**src/rtl/regfile_pkg.sv**
```systemverilog
// Shared register-file constants and the writeback entry record.
package regfile_pkg;
  localparam int NUM_REGS = 32;
  localparam int ADDR_W   = 5;
  localparam int DATA_W   = 32;

  typedef struct packed {
    logic [ADDR_W-1:0] addr;
    logic [DATA_W-1:0] data;
  } wb_entry_t;
endpackage

```
**src/rtl/wb_fifo.sv**
```systemverilog
// Small synchronous FIFO; per-slot valid bits double as the occupancy view
// used by the busy scoreboard.
module wb_fifo #(
  parameter int DEPTH = 2,
  parameter int WIDTH = 37
) (
  input  logic                        clk,
  input  logic                        reset,
  input  logic                        push_i,
  input  logic                        pop_i,
  input  logic [WIDTH-1:0]            wdata_i,
  output logic                        full_o,
  output logic                        empty_o,
  output logic [WIDTH-1:0]            head_o,
  output logic [DEPTH-1:0]            ent_vld_o,
  output logic [DEPTH-1:0][WIDTH-1:0] ent_o
);
  localparam int PW = $clog2(DEPTH);

  logic [DEPTH-1:0][WIDTH-1:0] mem_q;
  logic [DEPTH-1:0]            vld_q, vld_d;
  logic [PW-1:0]               rd_q, wr_q;
  logic                        do_push, do_pop;

  assign full_o  = &vld_q;
  assign empty_o = ~|vld_q;
  assign do_push = push_i & ~full_o;
  assign do_pop  = pop_i & ~empty_o;

  always_comb begin
    vld_d = vld_q;
    if (do_pop)  vld_d[rd_q] = 1'b0;
    if (do_push) vld_d[wr_q] = 1'b1;
  end

  always_ff @(posedge clk) begin
    if (reset) begin
      vld_q <= '0;
      rd_q  <= '0;
      wr_q  <= '0;
    end else begin
      vld_q <= vld_d;
      if (do_push) wr_q <= wr_q + PW'(1);
      if (do_pop)  rd_q <= rd_q + PW'(1);
    end
  end

  always_ff @(posedge clk) begin
    if (do_push) mem_q[wr_q] <= wdata_i;
  end

  assign head_o    = mem_q[rd_q];
  assign ent_vld_o = vld_q;
  assign ent_o     = mem_q;
endmodule

```
**src/rtl/regfile_wb_arbiter.sv**
```systemverilog
// Round-robin share of the register-file write port among NUM_REQ queued
// writeback requesters, with a busy scoreboard of in-flight destinations.
module regfile_wb_arbiter #(
  parameter int NUM_REQ    = 2,
  parameter int FIFO_DEPTH = 2,
  parameter int DATA_W     = regfile_pkg::DATA_W,
  parameter int ADDR_W     = regfile_pkg::ADDR_W
) (
  input  logic                        clk,
  input  logic                        reset,
  input  logic [NUM_REQ-1:0]          req_valid,
  output logic [NUM_REQ-1:0]          req_ready,
  input  logic [NUM_REQ*ADDR_W-1:0]   req_addr,
  input  logic [NUM_REQ*DATA_W-1:0]   req_data,
  output logic                        reg_write,
  output logic [ADDR_W-1:0]           wr_addr,
  output logic [DATA_W-1:0]           wr_data,
  output logic [1:0]                  grant_id,
  output logic [regfile_pkg::NUM_REGS-1:0] busy
);
  import regfile_pkg::*;

  localparam int EW = ADDR_W + DATA_W;

  typedef struct packed {
    logic [ADDR_W-1:0] addr;
    logic [DATA_W-1:0] data;
  } entry_t;

  logic [NUM_REQ-1:0]                            full, empty, pop;
  logic [NUM_REQ-1:0][EW-1:0]                    head;
  logic [NUM_REQ-1:0][FIFO_DEPTH-1:0]            ent_vld;
  logic [NUM_REQ-1:0][FIFO_DEPTH-1:0][EW-1:0]    ent;

  for (genvar gi = 0; gi < NUM_REQ; gi++) begin : g_req
    wb_fifo #(.DEPTH(FIFO_DEPTH), .WIDTH(EW)) u_fifo (
      .clk       (clk),
      .reset     (reset),
      .push_i    (req_valid[gi]),
      .pop_i     (pop[gi]),
      .wdata_i   ({req_addr[gi*ADDR_W +: ADDR_W], req_data[gi*DATA_W +: DATA_W]}),
      .full_o    (full[gi]),
      .empty_o   (empty[gi]),
      .head_o    (head[gi]),
      .ent_vld_o (ent_vld[gi]),
      .ent_o     (ent[gi])
    );
  end

  assign req_ready = ~full;

  // ptr_q is the first requester considered this cycle (last_grant + 1).
  logic [1:0] ptr_q, ptr_d, win;
  logic       gnt;
  entry_t     win_ent;

  always_comb begin
    gnt     = 1'b0;
    win     = '0;
    win_ent = '0;
    pop     = '0;
    for (int j = 0; j < NUM_REQ; j++) begin
      if (!gnt && !empty[j] && j >= int'(ptr_q)) begin
        gnt = 1'b1; win = 2'(j); win_ent = entry_t'(head[j]); pop[j] = 1'b1;
      end
    end
    for (int j = 0; j < NUM_REQ; j++) begin
      if (!gnt && !empty[j] && j < int'(ptr_q)) begin
        gnt = 1'b1; win = 2'(j); win_ent = entry_t'(head[j]); pop[j] = 1'b1;
      end
    end
    ptr_d = ptr_q;
    if (gnt) ptr_d = (int'(win) == NUM_REQ - 1) ? 2'd0 : win + 2'd1;
  end

  logic              reg_write_q;
  logic [ADDR_W-1:0] wr_addr_q;
  logic [DATA_W-1:0] wr_data_q;
  logic [1:0]        grant_id_q;

  // x0 heads still consume a grant and update the data path, but never write.
  always_ff @(posedge clk) begin
    if (reset) begin
      reg_write_q <= 1'b0;
      wr_addr_q   <= '0;
      wr_data_q   <= '0;
      grant_id_q  <= '0;
      ptr_q       <= '0;
    end else begin
      reg_write_q <= gnt && (win_ent.addr != '0);
      ptr_q       <= ptr_d;
      if (gnt) begin
        wr_addr_q  <= win_ent.addr;
        wr_data_q  <= win_ent.data;
        grant_id_q <= win;
      end
    end
  end

  assign reg_write = reg_write_q;
  assign wr_addr   = wr_addr_q;
  assign wr_data   = wr_data_q;
  assign grant_id  = grant_id_q;

  always_comb begin
    busy = '0;
    for (int i = 0; i < NUM_REQ; i++) begin
      for (int j = 0; j < FIFO_DEPTH; j++) begin
        if (ent_vld[i][j]) busy[ent[i][j][EW-1 -: ADDR_W]] = 1'b1;
      end
    end
    if (reg_write_q) busy[wr_addr_q] = 1'b1;
    busy[0] = 1'b0;
  end
endmodule
```
**config.mk**
```make
export PLATFORM = sky130hd
export DESIGN_NAME = regfile_wb_arbiter
export DESIGN_NICKNAME = d
export VERILOG_FILES = /design/src/rtl/regfile_pkg.sv /design/src/rtl/wb_fifo.sv /design/src/rtl/regfile_wb_arbiter.sv
export SDC_FILE = /design/constraint.sdc
export NUM_CORES = 1
export LEC_CHECK = 0
export BUFFER_PORTS_ARGS = -buffer_cell sky130_fd_sc_hd__buf_2
export CAP_MARGIN = 20
export CELL_PAD_IN_SITES_DETAIL_PLACEMENT = 0
export CELL_PAD_IN_SITES_GLOBAL_PLACEMENT = 2
export CORE_ASPECT_RATIO = 1.5
export CORE_MARGIN = 2
export CORE_UTILIZATION = 30
export DETAILED_ROUTE_END_ITERATION = 12
export HOLD_SLACK_MARGIN = 0.12
export PLACE_DENSITY = 0.72
export SLEW_MARGIN = 20
export SYNTH_ARGS = -nofsm -noshare
export SYNTH_HDL_FRONTEND = slang
export SYNTH_SLANG_ARGS = --single-unit
```
**constraint.sdc**
```tcl
create_clock -name clk -period 3.1 [get_ports clk]
set_input_delay 0.465 -clock clk [delete_from_list [all_inputs] [get_ports clk]]
set_output_delay 0.465 -clock clk [all_outputs]
set_load 0.02 [all_outputs]
```
==> results.py <==
metrics = {
    "clock_tree": {
        "hold_buffers": 0,
        "cts_tree": "built",
        "cts_resized": 0,
        "numClockSinks": 196,
        "postCtsSetupBuffers": 0,
        "numCtsBuffers": 17,
        "clock_path_buffers": 2,
        "clock_latency_ps": 440,
        "clockRootBuffer": "clkbuf_16",
        "h-tree-depth": 4,
        "clk_pin_slew_worst_paths_ps": 70,
    },
    "place": {
        "preCtsSetupSlack_ps": 878,
        "place_hpwl_um": 18300,
        "gp_congestion": 0.899,
        "post_dp_cell_area_um2": 9890,
        "placedCellCount": 1228,
        "portBuffers": 149,
    },
    "timing": {
        "slew_headroom_pct": 40.1,
        "fmax_ghz": 0.370,
        "tns_ps": 0,
        "post-route-period-util_pct": 87.1,
        "timing.final.ws_setup_ps": 400,
        "period_needed_ps": 2700,
        "tightest_slew_ps": 898,
        "skew_ps": 6.76,
        "setup_viol": 0,
        "hold_viol_final": 0,
        "holdWs_ps": 211,
        "rsz0062_at_grt": "no",
        "drv_slew": 0,
    },
    "global_routing": {
        "grt_pass1_wl_um": 38600,
        "grt_use_total_pct": 16.9,
        "antenna_found_initial": 0,
        "grt_pass1_vias": 6304,
        "grt_max_degree": 52,
        "overflow": 0,
    },
    "power_and_ir_drop": {
        "powerDensity_nw_per_um2": 636,
        "p_sw_mw": 1.85,
        "sequentialPowerShare_pct": 48.4,
        "ir_worst_vdd_v": 0.000426,
        "p_clk_share_pct": 34.9,
        "swShare_pct": 27.6,
        "power_mw": 6.69,
        "power_leakage_nw": 3.78,
        "internal-power_mw": 4.84,
        "combPwrFrac_pct": 16.7,
    },
    "layout": {
        "layout-drive-gt1-share_pct": 24.5,
        "final_cell_area_um2": 10500,
        "fin_cells": 1261,
        "syn2layout_area_growth_pct": 19.1,
        "fin_nets": 930,
        "finish.utilization_pct": 36.0,
    },
    "die": {
        "die_h_um": 214,
        "fp.dieW_um": 144,
        "start_util_pct": 30.3,
        "rows": 77,
        "die-area_um2": 30900,
        "fp.coreArea_um2": 29200,
        "num_io_pins": 152,
    },
    "logic_synthesis": {
        "synth-seq-area-share_pct": 61.2,
        "synth_cells": 736,
        "async_flop_share_pct": 0,
        "synth_area_leaders": "edfxtp_1 50%, dfxtp_1 11%, mux2i_1 4.8%",
        "ys_warn_count": 0,
        "synth_top_cell_by_area": "edfxtp_1",
        "avgSynthCellArea_um2": 12.0,
        "synth-seq-cells": 196,
        "synth_cell_types": 40,
        "syn_area_um2": 8830,
        "synth_top_cell_area_share_pct": 50.3,
        "synth_flop_cell": "edfxtp_1",
        "synth_edf_count": 148,
    },
    "routing": {
        "ant_nets": 0,
        "routed_wl_um": 25600,
        "routed_via_density": 5.08,
        "routedWlPerCell_um": 20.3,
        "drt_first_pass_iters": 5,
        "drtIter0Drc": 279,
        "drc_errors": 0,
        "vias": 6409,
    },
    "worst_setup_path": {
        "critPathRequiredTime_ps": 2630,
        "endpoint_kind": "output port",
        "crit_arrival_ps": 2240,
        "cp_max_fo": 13,
        "path_class": "flop to output port",
        "cp-start-kind": "flop",
    },
    "run_status": {
        "outcome": "finished, final reports clean",
    },
    "job": {
        "cap_viol_max_count": 0,
    },
    "hold_path": {
        "hp-class": "primary input to flop",
    },
}
-- critical path: stages (launching register included) --
cell      delay, ps
dfxtp_1         720
or3b_2          550
o22ai_1         200
nor2_1           60
o221ai_1         70
buf_2           200
-- flip-flops by register name, summed over array words and instances (netlist names) --
register                cells
reg_write                   1
g_req.u_fifo.ent_vld_o      4
grant_id                    1
ptr_q                       1
g_req.u_fifo.rd_q           2
g_req.u_fifo.ent_o        148
wr_addr                     5
wr_data                    32
g_req.u_fifo.wr_q           2
-- final cells by class --
class | instances | area (µm²)
fillers | 2933 | 18700
flip-flops and latches | 196 | 5410
multi-input cells | 472 | 3100
repair buffers | 161 | 873
well taps | 395 | 494
clock buffers | 18 | 429
clock inverters | 14 | 198
inverters | 4 | 15.0
diodes | 1 | 2.50
-- cell families (layout without fill, tap and decap cells) --
family,count (synthesis),in the layout,share of synthesized area (%)
flops,196,196,61.2
xor+xnor,2,2,0.198
mux,42,42,4.76
simple gates,242,242,14.5
buf+inv,69,197,3.77
compound gates,184,184,15.5
other cells,1,3,0.0424
-- cell usage after synthesis (4+ instances only) --
library cell and count:
a21oi_1 45, nand3b_1 23, o22a_1 5, nor3_1 6, nor3b_1 21, inv_1 4
mux2i_1 42, a211o_1 32, nor2_1 44, or3b_2 5, buf_6 5, nor2b_1 32
nand2_1 68, edfxtp_1 148, o22ai_1 16, and3_1 6, or2_2 5, nand3_1 25
dfxtp_1 48, a22oi_1 29, a221oi_1 32, o221ai_1 16, buf_2 19, clkbuf_1 37
-- per-layer routing --
| metal | vias to the layer above | wire (µm) | global-route usage, % |
|---|---|---|---|
| li1 | 3048 | - | - |
| met1 | 3133 | 10000 | 19.6 |
| met2 | 184 | 13800 | 30.5 |
| met3 | 44 | 962 | 2.70 |
| met4 | 0 | 805 | 7.09 |
| met5 | - | 0 | 0 |
-- power by group through the flow --
| stage | Combinational [mW] | Clock, mW | Sequential [mW] |
|---|---|---|---|
| final | 1.11 | 2.34 | 3.24 |
| after global routing | 1.22 | 2.50 | 3.26 |
| after CTS | 1.14 | 2.40 | 3.24 |
| after detailed placement | 1.14 | 0 | 3.30 |
| after global placement | 1.13 | 0 | 3.29 |
| after floorplan | 0.759 | 0 | 3.26 |
-- cells in the final DEF (no fill, tap or decap), drive strengths merged, types with 18 or more instances in the layout --
master and count:
buf 161, edfxtp 148, nand2 68, dfxtp 48, a21oi 45, nor2 44
mux2i 42, nor2b 32, a221oi 32, a211o 32, a22oi 29, nand3 25
nand3b 23, nor3b 21, clkbuf 18
-- final timing paths --
check                                                             start                                  end  slack, ps  depth (start not counted)
worst max-delay path            g_req[0].u_fifo.ent_vld_o[1]$_SDFF_PP0_                             busy[28]        400                          5
worst min-delay path                                       req_data[39]  g_req[1].u_fifo.ent_o[44]$_DFFE_PP_        210                          1
worst max register to register  g_req[0].u_fifo.ent_vld_o[0]$_SDFF_PP0_   g_req[0].u_fifo.ent_o[6]$_DFFE_PP_        950                          5
worst min register to register                 wr_data[11]$_SDFFE_PP0P_             wr_data[11]$_SDFFE_PP0P_        450                          2
Note: power is estimated with default switching activity, not from simulation.
